$ cat config.mk
export PLATFORM = sky130hd
export DESIGN_NAME = mem_access_stage
export DESIGN_NICKNAME = d
export VERILOG_FILES = /design/src/rtl/mem_access_stage_pkg.sv /design/src/rtl/mem_access_stage.sv
export SDC_FILE = /design/constraint.sdc
export NUM_CORES = 1
export LEC_CHECK = 0
export CELL_PAD_IN_SITES_DETAIL_PLACEMENT = 1
export CELL_PAD_IN_SITES_GLOBAL_PLACEMENT = 1
export CORE_MARGIN = 8
export CORE_UTILIZATION = 33
export CTS_CLUSTER_DIAMETER = 100
export CTS_CLUSTER_SIZE = 14
export DETAILED_ROUTE_END_ITERATION = 10
export PLACE_DENSITY = 0.9
export SLEW_MARGIN = 40
export SYNTH_ARGS = -nofsm -noshare
export SYNTH_HDL_FRONTEND = slang
export SYNTH_SLANG_ARGS = --single-unit
export TNS_END_PERCENT = 5
$ cat constraint.sdc
create_clock -name clk -period 4 [get_ports clk]
set_clock_uncertainty 0.15 [all_clocks]
set_input_delay 0.8 -clock clk [delete_from_list [all_inputs] [get_ports clk]]
set_output_delay 0.8 -clock clk [all_outputs]
set_load 0.02 [all_outputs]
$ cat src/rtl/mem_access_stage_pkg.sv
// Shared definitions for the Vespa memory-access stage: datapath widths and FSM states.
package mem_access_stage_pkg;

  localparam int WIDTH = 32;
  localparam int RA_W  = 5;

  typedef enum logic {
    IDLE   = 1'b0,
    ACCESS = 1'b1
  } memState_e;

endpackage

$ cat src/rtl/mem_access_stage.sv
// Vespa memory stage: turns ALU results into writeback packets or data-memory transactions.
// Optional alignment trap enabled by defining MEM_ALIGN_CHECK_EN.
module mem_access_stage
  import mem_access_stage_pkg::*;
(
  input  logic             clk,
  input  logic             reset,
  input  logic             i_valid,
  input  logic [WIDTH-1:0] i_alu_rslt,
  input  logic [WIDTH-1:0] i_store_data,
  input  logic             i_mem_rd,
  input  logic             i_mem_wr,
  input  logic             i_reg_we,
  input  logic [RA_W-1:0]  i_rd_addr,
  input  logic             i_flush,
  output logic             o_stall,
  output logic             o_dmem_req,
  output logic             o_dmem_we,
  output logic [WIDTH-1:0] o_dmem_addr,
  output logic [WIDTH-1:0] o_dmem_wdata,
  input  logic             i_dmem_ack,
  input  logic [WIDTH-1:0] i_dmem_rdata,
  output logic             o_wb_valid,
  output logic             o_wb_we,
  output logic [RA_W-1:0]  o_wb_rd,
  output logic [WIDTH-1:0] o_wb_data,
  output logic             o_align_err
);

  memState_e        state_q, state_d;
  logic [WIDTH-1:0] addr_q, addr_d;
  logic [WIDTH-1:0] wdata_q, wdata_d;
  logic             isWrite_q, isWrite_d;
  logic [RA_W-1:0]  rd_q, rd_d;
  logic             regWe_q, regWe_d;
  logic             kill_q, kill_d;
  logic             wbValid_q, wbValid_d;
  logic             wbWe_q, wbWe_d;
  logic [RA_W-1:0]  wbRd_q, wbRd_d;
  logic [WIDTH-1:0] wbData_q, wbData_d;
  logic             isMem;
`ifdef MEM_ALIGN_CHECK_EN
  logic             alignErr_q, alignErr_d;
`endif

  // A load flag wins over a store flag when both are set.
  assign isMem = i_mem_rd | i_mem_wr;

  always_comb begin
    state_d   = state_q;
    addr_d    = addr_q;
    wdata_d   = wdata_q;
    isWrite_d = isWrite_q;
    rd_d      = rd_q;
    regWe_d   = regWe_q;
    kill_d    = kill_q;
    wbValid_d = 1'b0;
    wbWe_d    = 1'b0;
    wbRd_d    = wbRd_q;
    wbData_d  = wbData_q;
`ifdef MEM_ALIGN_CHECK_EN
    alignErr_d = 1'b0;
`endif
    unique case (state_q)
      IDLE: begin
        if (i_valid && !i_flush) begin
          if (isMem) begin
`ifdef MEM_ALIGN_CHECK_EN
            if (i_alu_rslt[1:0] != 2'b00) begin
              wbValid_d  = 1'b1;
              wbRd_d     = i_rd_addr;
              wbData_d   = i_alu_rslt;
              alignErr_d = 1'b1;
            end else
`endif
            begin
              state_d   = ACCESS;
              addr_d    = {i_alu_rslt[WIDTH-1:2], 2'b00};
              wdata_d   = i_store_data;
              isWrite_d = i_mem_wr & ~i_mem_rd;
              rd_d      = i_rd_addr;
              regWe_d   = i_reg_we;
              kill_d    = 1'b0;
            end
          end else begin
            wbValid_d = 1'b1;
            wbWe_d    = i_reg_we;
            wbRd_d    = i_rd_addr;
            wbData_d  = i_alu_rslt;
          end
        end
      end
      ACCESS: begin
        // A flush never aborts the bus transaction; it only suppresses the packet.
        if (i_flush) kill_d = 1'b1;
        if (i_dmem_ack) begin
          state_d   = IDLE;
          wbValid_d = ~(kill_q | i_flush);
          wbWe_d    = ~(kill_q | i_flush) & ~isWrite_q & regWe_q;
          wbRd_d    = rd_q;
          wbData_d  = isWrite_q ? addr_q : i_dmem_rdata;
          kill_d    = 1'b0;
        end
      end
    endcase
  end

  always_ff @(posedge clk) begin
    if (reset) begin
      state_q   <= IDLE;
      addr_q    <= '0;
      wdata_q   <= '0;
      isWrite_q <= 1'b0;
      rd_q      <= '0;
      regWe_q   <= 1'b0;
      kill_q    <= 1'b0;
      wbValid_q <= 1'b0;
      wbWe_q    <= 1'b0;
      wbRd_q    <= '0;
      wbData_q  <= '0;
    end else begin
      state_q   <= state_d;
      addr_q    <= addr_d;
      wdata_q   <= wdata_d;
      isWrite_q <= isWrite_d;
      rd_q      <= rd_d;
      regWe_q   <= regWe_d;
      kill_q    <= kill_d;
      wbValid_q <= wbValid_d;
      wbWe_q    <= wbWe_d;
      wbRd_q    <= wbRd_d;
      wbData_q  <= wbData_d;
    end
  end

`ifdef MEM_ALIGN_CHECK_EN
  always_ff @(posedge clk) begin
    if (reset) alignErr_q <= 1'b0;
    else       alignErr_q <= alignErr_d;
  end
  assign o_align_err = alignErr_q;
`else
  assign o_align_err = 1'b0;
`endif

  assign o_stall      = (state_q == ACCESS);
  assign o_dmem_req   = (state_q == ACCESS);
  assign o_dmem_we    = isWrite_q;
  assign o_dmem_addr  = addr_q;
  assign o_dmem_wdata = wdata_q;
  assign o_wb_valid   = wbValid_q;
  assign o_wb_we      = wbWe_q;
  assign o_wb_rd      = wbRd_q;
  assign o_wb_data    = wbData_q;

endmodule

# ---- After elaboration in Yosys (flattened, before gate mapping)
# Index checks and enable logic that the tools add are counted.
dict set report word_totals {
  ff_bits 110
  in_bits 109
  output_inout_bits 107
  word_cells 56
}
dict set report classes {
  n_eq_ne 5
  muxes 26
  bitwise 9
  reduce_logical 5
}
# op n
set op_table {}
lappend op_table {{$mux W32} 4}
lappend op_table {{$pmux W32 S2} 1}
lappend op_table {{$mux W5} 3}
lappend op_table {{$mux W1} 13}
lappend op_table {{$pmux W5 S2} 1}
lappend op_table {{$reduce_and A3 Y1} 3}
lappend op_table {{$ne A2 B2 Y1 const B} 4}
lappend op_table {{$pmux W1 S2} 4}
lappend op_table {{$not A1 Y1} 4}
lappend op_table {{$and A1 B1 Y1} 3}
lappend op_table {{$ne A3 B3 Y1 const B} 1}
lappend op_table {{$or A1 B1 Y1} 2}
lappend op_table {{$logic_and A1 B1 Y1} 1}
lappend op_table {{$logic_not A1 Y1} 1}

# ---- Logic depth before layout (Yosys ltp)
# Gate-level depths: netlist (run 1).
dict set report logic_depth {
  depth_word 6
  depth_mapped 6
}

# ---- Least setup slack after synthesis (run 1)
# OpenSTA, ideal clock, no wires.
dict set report synth_path {
  path_type {input to register}
  startpoint {input i_mem_wr}
  endpoint {register state_q, in the netlist o_dmem_req}
  setup_time_ns 0.128
  arrival_ns 1.715
  required_time_ns 3.722
  path_slack_ns 2.007
  cell_stages 6
  path_buffers 3
  path_cell_list {or2_2 -> clkbuf_1 -> buf_2 -> buf_2 -> a21oi_1 -> nor2_1}
}
dict set report synth_between {
  elab_chain_len 4
}
# item line
set synth_lines {}
lappend synth_lines {{start: declaration} mem_access_stage.sv:12} ;# input logic i_mem_wr,
lappend synth_lines {{$or A1 B1 Y1} mem_access_stage.sv:47} ;# assign isMem = i_mem_rd | i_mem_wr;
lappend synth_lines {{$mux W1} mem_access_stage.sv:67} ;# if (isMem) begin
lappend synth_lines {{$mux W1} mem_access_stage.sv:66} ;# if (i_valid && !i_flush) begin
lappend synth_lines {{$pmux W1 S2} mem_access_stage.sv:64} ;# unique case (state_q)
lappend synth_lines {{end signal: assignment} mem_access_stage.sv:122} ;# state_q <= state_d;
lappend synth_lines {{end: declaration} mem_access_stage.sv:30} ;# memState_e state_q, state_d;
# No other way between the ends.
# A chain may end at the register's enable or synchronous reset.

# ---- Worst setup path after layout (run 1)
dict set report layout_path {
  startpoint {register state_q, in the netlist o_dmem_req}
  endpoint {output o_stall}
}
# item line
set layout_rtl {}
lappend layout_rtl {{end: declaration} mem_access_stage.sv:16} ;# output logic o_stall,
# No word-level cell between the ends.

==> results of run 1 <==
[metal layers]
metal | routed length (um) | vias up | track usage (%)
met5 | 0 | - | 0
met4 | 402 | 0 | 6.286
met3 | 1471 | 27 | 6.592
met2 | 8688 | 165 | 29.69
met1 | 8007 | 2486 | 22.11
li1 | - | 2392 | -
[path summary, 6_finish.rpt]
| path | start | end | slack (ns) | cells past startpoint |
|---|---|---|---|---|
| worst max-delay path | o_dmem_req | o_stall | 1.14 | 1 |
| worst min-delay path | o_dmem_wdata[21] | o_dmem_wdata[21] | 0.33 | 2 |
| worst max register to register | o_dmem_req | o_wb_rd[3] | 1.49 | 4 |
| worst min register to register | o_dmem_wdata[21] | o_dmem_wdata[21] | 0.33 | 2 |
[registers in the layout, summed over array words and instances (netlist names)]
name,cells
o_wb_rd,5
o_wb_data,32
o_dmem_addr,30
o_wb_we,1
kill_q,1
regWe_q,1
rd_q,5
o_dmem_req,1
o_wb_valid,1
o_dmem_wdata,32
o_dmem_we,1
[stage by stage]
step	total power, mW	std cells
4_1_cts	2.592	945
5_1_grt	2.670	945
6_report	2.557	945
2_1_floorplan	1.452	585
3_5_place_dp	1.715	929
3_3_place_gp	1.701	929
[report_power, final]
part / internal [mW] / switching [mW] / total, mW
sequential: 1.14 / 0.0333 / 1.18
combinational: 0.257 / 0.253 / 0.510
clock: 0.473 / 0.399 / 0.871
total: 1.87 / 0.685 / 2.56
[cell usage after synthesis (all sizes together)]
master,instances,area [sq um]
mux2,7,78.83
clkbuf,35,131.4
nand2,2,7.510
mux2i,65,650.6
a21oi,74,370.4
nor2,38,142.6
o21ai,69,345.3
nand4,1,6.260
a22oi,1,7.510
nor3b,1,7.510
nand2b,32,200.2
nand3b,2,15.01
or2,1,6.260
or3b,1,8.760
a221oi,1,8.760
a211o,30,262.8
nor2b,9,56.30
a211oi,1,7.510
dfxtp,110,2202
buf,32,211.5
nand3,70,350.3
conb,1,3.750
[cell usage in the layout (no fill, tap or decap), types with 2 or more instances in the layout]
cell	n
sky130_fd_sc_hd__a211o_1	30
sky130_fd_sc_hd__a21oi_1	74
sky130_fd_sc_hd__buf_12	4
sky130_fd_sc_hd__buf_4	8
sky130_fd_sc_hd__clkbuf_16	9
sky130_fd_sc_hd__clkbuf_8	3
sky130_fd_sc_hd__clkdlybuf4s50_1	211
sky130_fd_sc_hd__clkinv_2	2
sky130_fd_sc_hd__conb_1	3
sky130_fd_sc_hd__dfxtp_1	108
sky130_fd_sc_hd__dfxtp_2	2
sky130_fd_sc_hd__mux2_1	7
sky130_fd_sc_hd__mux2i_1	65
sky130_fd_sc_hd__nand2_1	2
sky130_fd_sc_hd__nand2b_1	32
sky130_fd_sc_hd__nand3_1	70
sky130_fd_sc_hd__nand3b_1	2
sky130_fd_sc_hd__nor2_1	37
sky130_fd_sc_hd__nor2b_1	9
sky130_fd_sc_hd__o21ai_0	59
sky130_fd_sc_hd__o21ai_1	10
[layout make-up]
type / instances / share of cell area [%]
clock buffer: 13 / 3.584
clock inverter: 3 / 0.2323
multi-input combinational: 408 / 33.96
timing repair buffer: 223 / 29.87
sequential: 110 / 29.24
tap: 188 / 3.119
[logic make-up (layout without fill, tap and decap cells)]
group                  Yosys count  in the layout  share of synthesized area (%)
AO/OA/AOI/OAI                  176            176                          19.72
multiplexers                    72             72                          14.36
buffers and inverters           67            239                          6.747
AND/OR/NAND/NOR                157            157                          15.76
flip-flops                     110            110                          43.34
other                            1              3                        0.07380
==> impl_table.tex, run 1 <==
\begin{tabular}{lr}
\hline
Metric & Value \\
\hline
\multicolumn{2}{l}{\textbf{Place}} \\
Final weighted congestion in routability-driven placement & 0.7345 \\
Number of input and output port buffers inserted & approximately 210 \\
Worst setup timing slack at the placement stage & roughly 1 ns \\
Post-DP HPWL & 12,740 um \\
Placed Instance Area & 7253 sq um \\
\multicolumn{2}{l}{\textbf{STA}} \\
Setup repair after global routing missed its margin & no \\
Final TNS setup & 0 ns \\
Final Hold Vio Count & 0 \\
Min cycle time layout & 2.862 ns \\
Worst Slack Setup Final & between 1 and 1.5 ns \\
\# setup viols final & 0 \\
Worst Hold Slack & around 0.33 ns \\
Final cycle utilization of the critical path & 71.55\% \\
Highest clock frequency the design can meet & $\sim$350 MHz \\
Final count of pins violating max slew & 0 \\
Slew at the pin closest to its max-slew limit & 0.7597 ns \\
Slew HR & 49.35\% \\
\multicolumn{2}{l}{\textbf{Power}} \\
Reported leakage power & around 2.8 nW \\
Power density cells & approximately 340 nW/um\^{}2 \\
Worst vdd ir & 177.0 uV \\
\multicolumn{2}{l}{\textbf{Drt}} \\
Post-Route WL & approximately 19,000 um \\
Post-route DRC & 0 \\
Wire length per cell after detailed routing & around 20 um \\
Overall via count from detail\_route & about 5.1k \\
Detailed Routing Iterations Pass 1 & 4 \\
Detailed router's first-iteration violation count & 175 \\
Vias per Instance & 5.365 \\
Final antenna-violating net count & 0 \\
\multicolumn{2}{l}{\textbf{Setup path}} \\
Cell-by-cell trace of the critical path & clkdlybuf4s50\_1 \\
Crit start category & flip-flop \\
Top delay family on crit path & flip-flops \\
Type of the setup path with the least slack & reg -> out \\
Largest driver fanout on the critical path & 36 \\
Bufs and invs on worst path & 1 \\
Standard cell with the maximum stage delay on the critical path & sky130\_fd\_sc\_hd\_\_dfxtp\_2 \\
Type of element capturing the critical path & primary output \\
Arr. time, crit path & 1.91 ns \\
Endpoint required time on the critical path & 3.05 ns \\
Highest cell delay on the worst timing path & 0.82 ns \\
\multicolumn{2}{l}{\textbf{Clock tree}} \\
Post-CTS setup-driven buffer insertion count & 0 \\
Number of buffers inserted for hold repair after clock tree synthesis & 0 \\
TritonCTS clock tree & built \\
CTS root buffer & sky130\_fd\_sc\_hd\_\_clkbuf\_16 \\
Largest buffer count on any clock path & 2 \\
Number of buffers inserted during clock tree synthesis & 9 \\
H-Tree Depth & 3 \\
CTS clock-pin slew for the worst setup and hold paths & about 0.070 ns \\
Worst skew pair latency & around 0.34 ns \\
Clk sinks & 110 \\
Resized Gates After CTS & 0 \\
\multicolumn{2}{l}{\textbf{Synth}} \\
Post-synth design cell area & around 5100 sq um \\
Syn Area/Cell & 8.715 sq um \\
Cell variety after synth & 25 \\
Proportion of synthesized chip area in sequential cells & 43.34\% \\
Number of standard cells after synthesis & slightly below 600 \\
Syn. warnings & 0 \\
Post-synthesis sequential element count & 110 \\
\multicolumn{2}{l}{\textbf{Global routing}} \\
Number of antenna violations at the first check in global routing & 0 \\
Maximum number of pins on one net before global-route repair & 74 \\
Gr ovfl total & 0 \\
Number of global-route vias before repair & 5,267 \\
Global-route wire length before repair & around 29,000 um \\
Combined global-route utilization of all metal layers & a little under a fifth \\
\multicolumn{2}{l}{\textbf{Floorplan}} \\
Overall die width & between 100 and 150 um \\
Cell Rows & 45 \\
Top Ports & roughly 220 \\
Core Footprint & 15,150 sq um \\
DIE AREA & 19,620 sq um \\
Starting density of the core & 33.55\% \\
Overall die height & 140.1 um \\
\multicolumn{2}{l}{\textbf{Final layout}} \\
Fraction of final layout cells sized beyond drive strength 1 & 4.491\% \\
Sequential standard cell area & 2205 sq um \\
Total number of nets in the final design & about 860 \\
Inserted Diodes & 0 \\
Multi-input logic area & 2561 sq um \\
Core Util, Final & 49.79\% \\
Area growth syn-to-layout & 48.41\% \\
Layout filler cell count & 1,753 \\
Cell area after layout & 7541 sq um \\
\multicolumn{2}{l}{\textbf{Outcome}} \\
Status & finished, final reports clean \\
\multicolumn{2}{l}{\textbf{Hold path}} \\
Classification of the worst-slack hold path & reg -> reg \\
\multicolumn{2}{l}{\textbf{Job}} \\
Maximum capacitance violations & 0 \\
\hline
\end{tabular}
(Power assumes the default switching activity.)
==> run 2, diff against run 1 <==
Settings changed: CORE_UTILIZATION 33 to 28, PLACE_DENSITY 0.9 to 0.81.
Clock period 4 ns to 2.6 ns, I/O delays scaled along.
==> run 2 against run 1 <==
  * Utilization shrank 7.1 points
  * Sequential power grew 53%
  * Non-clock buffer count grew 7
  * Global-route usage shrank 2.5 points
  * Cell area grew 1.4%
  * Setup slack lost 0.75 ns
  * Combinational power grew 57%
  * Clock power grew 48%
  * Flip-flop and latch count is the same
  * Cell count grew 4.9%
  * Hold slack lost 0.0017 ns
  * Largest cell class unchanged
  * Largest power group unchanged
==> impl_table.tex, run 2 (same netlist as run 1, synthesis figures left out) <==
\begin{tabular}{lr}
\hline
Metric & Value \\
\hline
\multicolumn{2}{l}{\textbf{Place}} \\
Placed Instance Area & 7382 sq um (was 7253 sq um) \\
Post-DP HPWL & 12,740 um (about the same) \\
Final weighted congestion in routability-driven placement & 0.7009 (was 0.7345) \\
Number of cells after detailed placement & 977 (was 929) \\
Number of input and output port buffers inserted & 212 (unchanged) \\
Worst setup timing slack at the placement stage & 0.2422 ns (was 1.003 ns) \\
\multicolumn{2}{l}{\textbf{STA}} \\
Final count of pins violating max slew & 0 (unchanged) \\
Highest clock frequency the design can meet & 452.7 MHz \\
Min cycle time layout & between 2 and 2.5 ns \\
Final TNS setup & 0 ns (unchanged) \\
Worst Hold Slack & 0.3244 ns (was 0.3261 ns) \\
Final Hold Vio Count & 0 (unchanged) \\
Final cycle utilization of the critical path & between 80\% and 90\% \\
Setup repair after global routing missed its margin & no (unchanged) \\
Slew at the pin closest to its max-slew limit & 0.6257 ns (was 0.7597 ns) \\
Worst Slack Setup Final & 0.3912 ns (was 1.138 ns) \\
\# setup viols final & 0 (unchanged) \\
Slew HR & 58.29\% (was 49.35\%) \\
\multicolumn{2}{l}{\textbf{Drt}} \\
Post-Route WL & 18,480 um (was 18,570 um) \\
Detailed router's first-iteration violation count & 221 (was 175) \\
Post-route DRC & 0 (unchanged) \\
Vias per Instance & 5.014 (was 5.365) \\
Final antenna-violating net count & 0 (unchanged) \\
Overall via count from detail\_route & 4,969 (was 5,070) \\
Wire length per cell after detailed routing & 18.64 um (was 19.65 um) \\
Detailed Routing Iterations Pass 1 & 4 (unchanged) \\
\multicolumn{2}{l}{\textbf{Final layout}} \\
Area growth syn-to-layout & 50.48\% (was 48.41\%) \\
Most frequent standard cell in the layout excluding fill and tap cells & sky130\_fd\_sc\_hd\_\_clkdlybuf4s50\_1 (unchanged) \\
Layout filler cell count & 2,083 (was 1,753) \\
Total number of nets in the final design & 868 (was 861) \\
Fraction of final layout cells sized beyond drive strength 1 & 5.249\% (was 4.491\%) \\
Cell area after layout & 7646 sq um (was 7541 sq um) \\
Final instance count without filler cells & 991 (was 945) \\
Core Util, Final & 42.71\% (was 49.79\%) \\
Top library cells by usage in the layout, fill and taps aside & sky130\_fd\_sc\_hd\_\_clkdlybuf4s50\_1 (211), sky130\_fd\_sc\_hd\_\_dfxtp\_1 (108), sky130\_fd\_sc\_hd\_\_a21oi\_1 (74) (unchanged) \\
Inserted Diodes & 0 (unchanged) \\
\multicolumn{2}{l}{\textbf{Setup path}} \\
Type of the setup path with the least slack & reg -> out (unchanged) \\
Crit start category & flip-flop (unchanged) \\
Arr. time, crit path & 1.54 ns (was 1.91 ns) \\
Endpoint required time on the critical path & 1.93 ns (was 3.05 ns) \\
Bufs and invs on worst path & 1 (unchanged) \\
Worst flop-to-flop path startpoint & o\_dmem\_req (unchanged) \\
Top delay family on crit path & buffers and inverters (was flip-flops) \\
Cell-by-cell trace of the critical path & clkdlybuf4s50\_1 (unchanged) \\
Highest cell delay on the worst timing path & 0.71 ns (was 0.82 ns) \\
Crit path from & o\_dmem\_req (unchanged) \\
Standard cell with the maximum stage delay on the critical path & sky130\_fd\_sc\_hd\_\_clkdlybuf4s50\_1 (was sky130\_fd\_sc\_hd\_\_dfxtp\_2) \\
Largest driver fanout on the critical path & 13 (was 36) \\
Type of element capturing the critical path & primary output (unchanged) \\
\multicolumn{2}{l}{\textbf{Clock tree}} \\
Largest buffer count on any clock path & 2 (unchanged) \\
Worst skew pair latency & 0.34 ns (about the same) \\
Clk sinks & 110 (unchanged) \\
Number of buffers inserted for hold repair after clock tree synthesis & 0 (unchanged) \\
Number of buffers inserted during clock tree synthesis & 9 (unchanged) \\
H-Tree Depth & 3 (unchanged) \\
Post-CTS setup-driven buffer insertion count & 0 (unchanged) \\
TritonCTS clock tree & built (unchanged) \\
CTS root buffer & sky130\_fd\_sc\_hd\_\_clkbuf\_16 (unchanged) \\
Resized Gates After CTS & 0 (unchanged) \\
CTS clock-pin slew for the worst setup and hold paths & 0.08 ns (was 0.07 ns) \\
\multicolumn{2}{l}{\textbf{Hold path}} \\
Start point of the worst min-delay path & o\_wb\_data[4] (was o\_dmem\_wdata[21]) \\
Classification of the worst-slack hold path & reg -> reg (unchanged) \\
\multicolumn{2}{l}{\textbf{Global routing}} \\
Maximum number of pins on one net before global-route repair & 74 (unchanged) \\
Number of antenna violations at the first check in global routing & 0 (unchanged) \\
Gr ovfl total & 0 (unchanged) \\
Global-route wire length before repair & 28,550 um (was 29,300 um) \\
Number of global-route vias before repair & 5,069 (was 5,267) \\
Combined global-route utilization of all metal layers & 15.85\% (was 18.34\%) \\
\multicolumn{2}{l}{\textbf{Power}} \\
Power density cells & 508.7 nW/um\^{}2 (was 339.1 nW/um\^{}2) \\
Total power & 3.890 mW (was 2.557 mW) \\
Reported leakage power & 2.798 nW (was 2.770 nW) \\
Worst vdd ir & 293.3 uV (was 177.0 uV) \\
\multicolumn{2}{l}{\textbf{Floorplan}} \\
Core Footprint & 17,900 sq um (was 15,150 sq um) \\
DIE AREA & 22,710 sq um (was 19,620 sq um) \\
Overall die height & 150.7 um (was 140.1 um) \\
Top Ports & 216 (unchanged) \\
Overall die width & 150.7 um (was 140.1 um) \\
Starting density of the core & 28.38\% (was 33.55\%) \\
Cell Rows & 49 (was 45) \\
\multicolumn{2}{l}{\textbf{Outcome}} \\
Status & finished, final reports clean (unchanged) \\
\multicolumn{2}{l}{\textbf{Job}} \\
Maximum capacitance violations & 0 (unchanged) \\
\hline
\end{tabular}
-- run 2: cell count changes in the layout (fill, tap and decap cells not counted) --
cell	before	now
sky130_fd_sc_hd__clkinvlp_4	1	2
sky130_fd_sc_hd__clkbuf_8	3	1
sky130_fd_sc_hd__buf_12	4	6
sky130_fd_sc_hd__clkbuf_1	1	0
sky130_fd_sc_hd__buf_4	8	13
-- run 2: worst paths after layout --
path / cells past startpoint / slack (ns) / end
min reg2reg: 2 / 0.32 / o_wb_data[4]
max: 1 / 0.39 / o_stall
min: 2 / 0.32 / o_wb_data[4]
max reg2reg: 4 / 0.81 / o_dmem_addr[10]
-- run 2: routing by layer --
layer  track usage (%)  wire, um  vias up  share of wire [%]
li1                  -         -     2405                  -
met1             19.56      8019     2408                 43
met2             25.13      8484      144                 46
met3             6.913      1778       12                9.6
met4             3.365       193        0                1.0
met5                 0         0        -                  0
-- run 2: layout make-up --
class                           instances  area (sq um)  share of cell area (%)
Clock buffer                           10         239.0                   3.126
Multi-Input combinational cell        408          2561                   33.50
Clock inverter                          4         25.02                  0.3273
Timing Repair Buffer                  230          2330                   30.47
Tap cell                              229         286.5                   3.747
Sequential cell                       110          2205                   28.83
-- run 2: power by group --
| part | internal [mW] | total (mW) | switching, mW |
|---|---|---|---|
| clock | 0.663 | 1.29 | 0.623 |
| combinational | 0.406 | 0.802 | 0.396 |
| sequential | 1.76 | 1.80 | 0.0439 |
==> run 3, diff against run 2 <==
Clock period 2.6 ns to 1.87 ns, I/O delays scaled along.
==> run 3 against run 2 <==
  * Combinational power up 42%
  * Register-to-register slack got worse by 0.72 ns
  * Total power rose by 44%
  * Non-clock buffer count is 22 higher
  * Sequential power up 39%
  * Clock-buffer cell count decreased by 1
  * First-iteration DRC count increased by 12%
  * Critical path depth did not move
  * Routed wire length increased by 3.4%
  * Clock power up 53%
  * Flip-flop and latch count did not move
  * Via count grew 3.0%
  * Critical endpoint is now o_wb_data[5]
==> impl_table.tex, run 3 (same netlist as run 1, synthesis figures left out) <==
\begin{tabular}{lr}
\hline
Metric & Value \\
\hline
\multicolumn{2}{l}{\textbf{Outcome}} \\
Status & finished, final reports clean (unchanged) \\
\multicolumn{2}{l}{\textbf{Clock tree}} \\
Number of buffers inserted for hold repair after clock tree synthesis & 0 (unchanged) \\
H-Tree Depth & 3 (unchanged) \\
Number of buffers inserted during clock tree synthesis & 9 (unchanged) \\
Largest buffer count on any clock path & 2 (unchanged) \\
Worst skew pair latency & 0.35 ns (was 0.34 ns) \\
Resized Gates After CTS & 41 (was 0) \\
Clk sinks & 110 (unchanged) \\
CTS root buffer & sky130\_fd\_sc\_hd\_\_clkbuf\_16 (unchanged) \\
Post-CTS setup-driven buffer insertion count & 0 (unchanged) \\
CTS clock-pin slew for the worst setup and hold paths & 0.07 ns (was 0.08 ns) \\
TritonCTS clock tree & built (unchanged) \\
\multicolumn{2}{l}{\textbf{Place}} \\
Number of input and output port buffers inserted & 212 (unchanged) \\
Post-DP HPWL & 13,880 um (was 12,740 um) \\
Final weighted congestion in routability-driven placement & 0.7613 (was 0.7009) \\
Worst setup timing slack at the placement stage & -0.2846 ns (was 0.2422 ns) \\
\multicolumn{2}{l}{\textbf{Hold path}} \\
Cell depth of the worst hold path & 2 (unchanged) \\
Endpoint of the worst hold-timing path & o\_wb\_data[6] (was o\_wb\_data[4]) \\
Classification of the worst-slack hold path & reg -> reg (unchanged) \\
Start point of the worst min-delay path & o\_wb\_data[6] (was o\_wb\_data[4]) \\
\multicolumn{2}{l}{\textbf{STA}} \\
Worst Hold Slack & 0.3252 ns (was 0.3244 ns) \\
Final cycle utilization of the critical path & 98.38\% \\
Final TNS setup & 0 ns (unchanged) \\
Worst Slack Setup Final & 0.03021 ns (was 0.3912 ns) \\
Final Hold Vio Count & 0 (unchanged) \\
Min cycle time layout & around 1.8 ns \\
Highest clock frequency the design can meet & 543.5 MHz \\
Final count of pins violating max slew & 0 (unchanged) \\
\# setup viols final & 0 (unchanged) \\
\multicolumn{2}{l}{\textbf{Floorplan}} \\
Overall die width & 150.7 um (unchanged) \\
DIE AREA & 22,710 sq um (unchanged) \\
Top Ports & 216 (unchanged) \\
Core Footprint & 17,900 sq um (unchanged) \\
Starting density of the core & 28.38\% (unchanged) \\
Overall die height & 150.7 um (unchanged) \\
Cell Rows & 49 (unchanged) \\
\multicolumn{2}{l}{\textbf{Final layout}} \\
Top library cells by usage in the layout, fill and taps aside & sky130\_fd\_sc\_hd\_\_clkdlybuf4s50\_1 (128), sky130\_fd\_sc\_hd\_\_dfxtp\_1 (108), sky130\_fd\_sc\_hd\_\_a21oi\_1 (74) (was sky130\_fd\_sc\_hd\_\_clkdlybuf4s50\_1 (211), sky130\_fd\_sc\_hd\_\_dfxtp\_1 (108), sky130\_fd\_sc\_hd\_\_a21oi\_1 (74)) \\
Most frequent standard cell in the layout excluding fill and tap cells & sky130\_fd\_sc\_hd\_\_clkdlybuf4s50\_1 (unchanged) \\
Total number of nets in the final design & 890 (was 868) \\
Area growth syn-to-layout & 56.51\% (was 50.48\%) \\
Fraction of final layout cells sized beyond drive strength 1 & 8.142\% (was 5.249\%) \\
Layout filler cell count & 2,082 (was 2,083) \\
Inserted Diodes & 0 (unchanged) \\
Core Util, Final & 44.42\% (was 42.71\%) \\
\multicolumn{2}{l}{\textbf{Global routing}} \\
Global-route wire length before repair & 29,610 um (was 28,550 um) \\
Number of global-route vias before repair & 5,390 (was 5,069) \\
Combined global-route utilization of all metal layers & 16.39\% (was 15.85\%) \\
Maximum number of pins on one net before global-route repair & 39 (was 74) \\
Gr ovfl total & 0 (unchanged) \\
Number of antenna violations at the first check in global routing & 0 (unchanged) \\
\multicolumn{2}{l}{\textbf{Drt}} \\
Detailed router's first-iteration violation count & 248 (was 221) \\
Vias per Instance & 5.044 (was 5.014) \\
Final antenna-violating net count & 0 (unchanged) \\
Post-Route WL & 19,100 um (was 18,480 um) \\
Detailed Routing Iterations Pass 1 & 5 (was 4) \\
Wire length per cell after detailed routing & 18.81 um (was 18.64 um) \\
Overall via count from detail\_route & 5,120 (was 4,969) \\
Post-route DRC & 0 (unchanged) \\
\multicolumn{2}{l}{\textbf{Setup path}} \\
Largest driver fanout on the critical path & 2 (was 13) \\
Endpoint required time on the critical path & 1.35 ns (was 1.93 ns) \\
Bufs and invs on worst path & 1 (unchanged) \\
Worst flop-to-flop path startpoint & o\_dmem\_req (unchanged) \\
Cell-by-cell trace of the critical path & clkdlybuf4s50\_1 (unchanged) \\
Type of element capturing the critical path & primary output (unchanged) \\
End of the worst register-to-register path & o\_dmem\_wdata[2] (was o\_dmem\_addr[10]) \\
Standard cell with the maximum stage delay on the critical path & sky130\_fd\_sc\_hd\_\_clkdlybuf4s50\_1 (unchanged) \\
Crit start category & flip-flop (unchanged) \\
Arr. time, crit path & 1.32 ns (was 1.54 ns) \\
Reg2reg path depth & 4 (unchanged) \\
Type of the setup path with the least slack & reg -> out (unchanged) \\
Highest cell delay on the worst timing path & 0.63 ns (was 0.71 ns) \\
Top delay family on crit path & buffers and inverters (unchanged) \\
Worst reg2reg setup slack & 0.09 ns (was 0.81 ns) \\
\multicolumn{2}{l}{\textbf{Power}} \\
Reported leakage power & 3.863 nW (was 2.798 nW) \\
Worst vdd ir & 623.8 uV (was 293.3 uV) \\
Power density cells & 705.3 nW/um\^{}2 (was 508.7 nW/um\^{}2) \\
Total power & 5.609 mW (was 3.890 mW) \\
\multicolumn{2}{l}{\textbf{Job}} \\
Maximum capacitance violations & 0 (unchanged) \\
\hline
\end{tabular}
[run 3: cell count changes in the layout (fill, tap and decap cells not counted), sizes merged]
cell	delta
dlymetal6s2s	+42
dlygate4sd2	+41
clkinv	+1
clkbuf	-1
clkdlybuf4s50	-83
inv	+1
buf	+22
bufinv	+1
[run 3: area by class of cell]
cell class	instances	area, sq um	share of cell area, %
Clock buffer	9	225.2	2.832
Multi-Input combinational cell	408	2561	32.21
Timing Repair Buffer	252	2603	32.73
Clock inverter	7	72.57	0.9125
Sequential cell	110	2205	27.72
Tap cell	229	286.5	3.603
[run 3: metal layers]
layer,GRT usage (%),routed length (um)
met1,18.99,7855
met2,27.67,9248
met3,6.613,1779
met4,4.008,214
met5,0,0
[run 3: worst max path at each step]
stage / cells after the start / slack (ns) / to / startpoint
floorplan: 6 / 0.24 / o_dmem_addr[28] / o_dmem_req
global placement: 5 / -0.24 / o_dmem_addr[11] / i_valid
detailed placement: 5 / -0.28 / o_dmem_addr[3] / i_valid
CTS: 1 / 0.0003 / o_dmem_addr[7] / o_dmem_addr[7]
global route: 1 / -0.0001 / o_dmem_wdata[23] / o_dmem_wdata[23]
finish: 1 / 0.03 / o_wb_data[5] / o_wb_data[5]
[run 3: where the power goes]
group          internal (mW)  switching, mW
sequential              2.44         0.0597
clock                   1.04          0.924
combinational          0.575          0.564
total                   4.06           1.55
[run 3: metrics by stage]
step	cell area, sq um	instances
finish	7953	1015
global route	7953	1015
CTS	7844	1015
detailed placement	7597	999
global placement	7597	999
floorplan	5089	585
